<file path="config.mk">
export PLATFORM = sky130hd
export DESIGN_NAME = wb_commit
export DESIGN_NICKNAME = d
export VERILOG_FILES = /design/src/rtl/wb_commit.sv
export SDC_FILE = /design/constraint.sdc
export NUM_CORES = 2
export LEC_CHECK = 0
export ABC_AREA = 1
export CORE_MARGIN = 2
export CORE_UTILIZATION = 41
export DETAILED_ROUTE_END_ITERATION = 10
export GPL_TIMING_DRIVEN = 1
export PLACE_DENSITY_LB_ADDON = 0.05
export SYNTH_ARGS = -nofsm -noshare
export SYNTH_HDL_FRONTEND = slang
export SYNTH_SLANG_ARGS = --single-unit
</file>
<file path="constraint.sdc">
create_clock -name clk -period 5.6 [get_ports clk]
set_input_delay 0.84 -clock clk [delete_from_list [all_inputs] [get_ports clk]]
set_output_delay 0.84 -clock clk [all_outputs]
set_load 0.03 [all_outputs]
</file>
<file path="src/rtl/wb_commit.sv">
// -----------------------------------------------------------------------------
// wb_commit
// Write-back commit stage at the far end of the MEM/WB pipeline register.
// It commits the architectural state carried by the wb_* bundle: the 32x32
// general register file, the HI/LO pair and the LLbit. It also serves two
// GPR read ports to decode, and these ports bypass the write being committed
// in the same cycle.
//
// Ports
//   clk, rst                   clock; asynchronous active-low reset
//   wb_waddr/wb_we/wb_wdata    GPR write (writes to r0 are discarded)
//   wb_whilo/wb_hi/wb_lo       HI/LO pair write (always written together)
//   wb_LLbit_we/wb_LLbit_value LLbit write
//   flush                      exception flush, clears the LLbit only
//   re1/raddr1 -> rdata1       combinational read port 1 (bypassed)
//   re2/raddr2 -> rdata2       combinational read port 2 (bypassed)
//   hi_o, lo_o, LLbit_o        committed HI/LO/LLbit (registered, no bypass)
// -----------------------------------------------------------------------------
module wb_commit (
  input  logic        clk,
  input  logic        rst,
  input  logic [4:0]  wb_waddr,
  input  logic        wb_we,
  input  logic [31:0] wb_wdata,
  input  logic        wb_whilo,
  input  logic [31:0] wb_hi,
  input  logic [31:0] wb_lo,
  input  logic        wb_LLbit_we,
  input  logic        wb_LLbit_value,
  input  logic        flush,
  input  logic        re1,
  input  logic [4:0]  raddr1,
  output logic [31:0] rdata1,
  input  logic        re2,
  input  logic [4:0]  raddr2,
  output logic [31:0] rdata2,
  output logic [31:0] hi_o,
  output logic [31:0] lo_o,
  output logic        LLbit_o
);

  logic [31:0] gpr_q [32];
  logic [31:0] gpr_d [32];
  logic [31:0] hi_q, hi_d;
  logic [31:0] lo_q, lo_d;
  logic        llbit_q, llbit_d;

  // Next-state for all committed state. The GPR, HI/LO and LLbit updates are
  // independent; flush only touches the LLbit.
  always_comb begin
    gpr_d = gpr_q;
    if (wb_we && (wb_waddr != 5'd0)) begin
      gpr_d[wb_waddr] = wb_wdata;
    end

    hi_d = hi_q;
    lo_d = lo_q;
    if (wb_whilo) begin
      hi_d = wb_hi;
      lo_d = wb_lo;
    end

    llbit_d = llbit_q;
    if (flush) begin
      llbit_d = 1'b0;
    end else if (wb_LLbit_we) begin
      llbit_d = wb_LLbit_value;
    end
  end

  always_ff @(posedge clk or negedge rst) begin
    if (!rst) begin
      for (int i = 0; i < 32; i++) begin
        gpr_q[i] <= '0;
      end
      hi_q    <= '0;
      lo_q    <= '0;
      llbit_q <= 1'b0;
    end else begin
      gpr_q   <= gpr_d;
      hi_q    <= hi_d;
      lo_q    <= lo_d;
      llbit_q <= llbit_d;
    end
  end

  // Read ports: r0 is tested before the bypass so that a discarded write to
  // r0 can never leak onto a read of r0.
  assign rdata1 = (!rst || !re1 || (raddr1 == 5'd0)) ? 32'd0 :
                  (wb_we && (raddr1 == wb_waddr))    ? wb_wdata :
                                                       gpr_q[raddr1];
  assign rdata2 = (!rst || !re2 || (raddr2 == 5'd0)) ? 32'd0 :
                  (wb_we && (raddr2 == wb_waddr))    ? wb_wdata :
                                                       gpr_q[raddr2];

  assign hi_o    = hi_q;
  assign lo_o    = lo_q;
  assign LLbit_o = llbit_q;

endmodule

</file>
==> summary.md <==
| Metric | Value |
|---|---|
| R2R depth | `2` |
| Initial antenna violation count | `10` |
| Layout net count | `just over 9000` |
| Share of the synthesized area in the top cell type | `0.441` |
| DIE WIDTH | `a little under 400 um` |
| IR drop worst, VDD | `between 0.0003 and 0.0004 V` |
| Synth top area cells | `dfrtp_1 (44%), nand2_1 (22%), nand3_1 (9.1%), o21ai_0 (8.7%), inv_1 (4.8%)` |
| Fin Setup TNS | `0 ns` |
| RSZ-0062 raised after global routing | `no` |
| Buffers from clock root to sink, at most | `3` |
| Register area share after synthesis | `0.441` |
| Gr ovfl total | `0` |
| Sw Pwr | `between 0.008 and 0.009 W` |
| Slew Viols, Final | `0` |
| PortBufs | `approximately 250` |
| Starting DRT DRC Count | `~6900` |
| Max_cap viols | `0` |
| Post-synth top area cell | `dfrtp_1` |
| Clk pwr share | `0.373` |
| Worst setup path endpoint | `rdata2[0]` |
| Via count | `~62000` |
| Vias per inst | `5.54` |
| Synth Flop Type | `dfrtp_1` |
| Initial Utilization | `0.412` |
| Startpoint types | `input pin` |
| Synth async-reset ratio | `1.00` |
| Met2 wire len | `about 120000 um` |
| Placed cell count | `10900` |
| Final setup viols | `0` |
| Reg2reg start | `gpr_q[377]` |
| Tot GR Track Use | `0.344` |
| Crit path from | `raddr2[4]` |
| Htree depth | `4` |
| HPWL after DPL | `153000 um` |
| R2R Path End | `gpr_q[377]` |
| Root buffer cell | `clkbuf_16` |
| Count of cell types in the netlist | `24` |
| FF+latch count, synth | `around 1100` |
| Residual DRC count | `0` |
| Most common cell after layout, fill and taps aside | `nand2_1` |
| Area grow syn2layout | `14.8%` |
| Static Leak | `34.2 nW` |
| Worst path required time | `roughly 4.8 ns` |
| Most frequent cells in the layout | `nand2_1 (3561), nand3_1 (1120), dfrtp_1 (1089), o21ai_0 (1073), inv_1 (789)` |
| PD cells | `between 300 and 400 nW/um2` |
| Area of the multi-input gates | `just under 30000 um2` |
| Reg2Reg Setup Slack | `4.82 ns` |
| Largest net degree at the start of global routing | `around 150` |
| Total area of sequential cells | `around 27000 um2` |
| Place WS | `~1.0 ns` |
| Post-DRT Antenna Nets | `0` |
| Fillers | `15300` |
| Share of total power in combinational logic | `0.210` |
| Number of enable flip-flop cells after synthesis | `0` |
| Placed cell area | `66300 um2` |
| Switching share of power | `0.327` |
| Kind of end point of the critical path | `primary output` |
| Worst skew pair latency | `between 0.7 and 0.8 ns` |
| Drt pass-1 iters | `7` |
| Seq pwr share | `0.417` |
| Status | `completed` |
| # rows | `142` |
| M1 WL | `113000 um` |
| Worst Path Arrival | `between 3 and 4 ns` |
| Finished Cell Area | `70900 um2` |
| Met3 wire len | `around 25000 um` |
| Final Hold Violating Endpoints | `0` |
| Worst-path maximum fanout | `41` |
| Period utilization | `0.824` |
| Total Routed Length | `266000 um` |
| Syn Inst Count | `9233` |
| TritonCTS clock tree | `built` |
| Final Non-Filler Cells | `11200` |
| Worst setup margin | `approximately 0.99 ns` |
| Headroom to the max-slew limit | `0.0944` |
| CTS buffer count | `roughly 140` |
| Worst hold slack | `roughly 0.4 ns` |
| Yosys warning count | `0` |
| DR top layer | `met5` |
| Vias in the first global route | `around 57000` |
| Num ports | `around 250` |
| Wire length of the first global-routing pass | `roughly 390000 um` |
| Clock transition at path regs | `around 0.05 ns` |
| Avg Inst Size Synth | `around 6.7 um2` |
| Crit Path Category | `in -> out` |
| Setup Skew | `0 ns` |
| Routed WL per cell | `about 24 um` |
| Min Tclk post-route | `between 4 and 5 ns` |
| RD Place Congestion | `approximately 0.9` |
| Post-Syn Nets | `9353` |
| Slew @ Worst Pin | `~1.4 ns` |
| Die height | `between 300 and 400 um` |
| Int Power | `0.0165 W` |
| Layout cell share with drive strength beyond 1 | `0.0634` |
| DIE AREA | `roughly 150000 um2` |
| Core area | `150000 um2` |
| Clock tree sinks | `approximately 1100` |
| Synth Cell Area | `61800 um2` |
| Hold Crit Class | `reg -> reg` |
| Fmax achieved | `approximately 220 MHz` |
==> power by group through the flow <==
stage               registers, W  clock network (W)  logic [W]
detailed placement        0.0103                  0    0.00510
global route              0.0104            0.00961    0.00586
floorplan                 0.0102                  0    0.00333
global placement          0.0103                  0    0.00503
CTS                       0.0102            0.00930    0.00512
finish                    0.0102            0.00915    0.00516
==> sequential cells by signal (all words and copies together), names as in the netlist <==
signal   flops
hi_o        32
lo_o        32
gpr_q     1024
LLbit_o      1
==> synthesized netlist by cell type (4+ instances only) <==
library cell,n
inv_2,11
a21oi_1,131
o211ai_1,61
o22ai_1,5
nor2_2,4
clkinv_1,4
nor2_1,474
o21ai_1,77
buf_2,91
mux2_2,64
nor3_2,8
nand2_1,3587
buf_1,64
dfrtp_1,1089
o21ai_0,1073
clkbuf_1,568
inv_1,791
nand3_1,1122
==> worst max-delay path, cell delays in order <==
cell             delay (ns)
buf_4                  0.27
inv_4                  0.49
o22ai_1                0.16
nor2_1                 0.15
nand3_2                0.64
a21oi_1                0.40
clkdlybuf4s50_1        0.71
==> stage by stage <==
step,power [W],util
floorplan,0.0135,-
global placement,0.0153,0.443
detailed placement,0.0154,0.443
CTS,0.0246,0.474
global route,0.0259,0.474
finish,0.0246,0.474
==> worst min path at each step <==
stage | startpoint | to | slack (ns) | cells past startpoint
2_1_floorplan | gpr_q[1000] | gpr_q[1000] | 0.45 | 1
6_report | gpr_q[1016] | gpr_q[1016] | 0.40 | 0
5_1_grt | gpr_q[1016] | gpr_q[1016] | 0.41 | 0
3_5_place_dp | gpr_q[1016] | gpr_q[1016] | 0.39 | 0
4_1_cts | gpr_q[1016] | gpr_q[1016] | 0.40 | 0
3_3_place_gp | gpr_q[1011] | gpr_q[1011] | 0.39 | 0
==> cell families after synthesis <==
family | count (synthesis) | share of synthesized area
and+or+nand+nor | 5202 | 0.340
buffers and inverters | 1529 | 0.0948
AOI/OAI and AO/OA | 1348 | 0.112
DFF | 1089 | 0.441
muxes | 64 | 0.0117
xor gates and xnor gates | 1 | 0.000142
==> layer usage <==
layer	track usage	vias to the layer above
met5	0	-
met2	0.528	3118
met4	0.150	8
met1	0.469	29500
met3	0.0693	579
li1	-	28700
==> area by class of cell <==
type,count,area share
Antenna cell,4,0.000141
Clock buffer,204,0.0582
Clock inverter,44,0.00649
Inverter,806,0.0431
Multi-Input combinational cell,6615,0.407
Sequential cell,1089,0.384
Tap cell,2016,0.0356
Timing Repair Buffer,411,0.0649
==> repair_timing <==
action | CTS | global route
hold endpoints to repair | 38 | 0
hold buffers | 1 | 0
buffers inserted | 0 | 0
gates resized for setup | 0 | 0
Note: power is estimated with default switching activity, not from simulation.
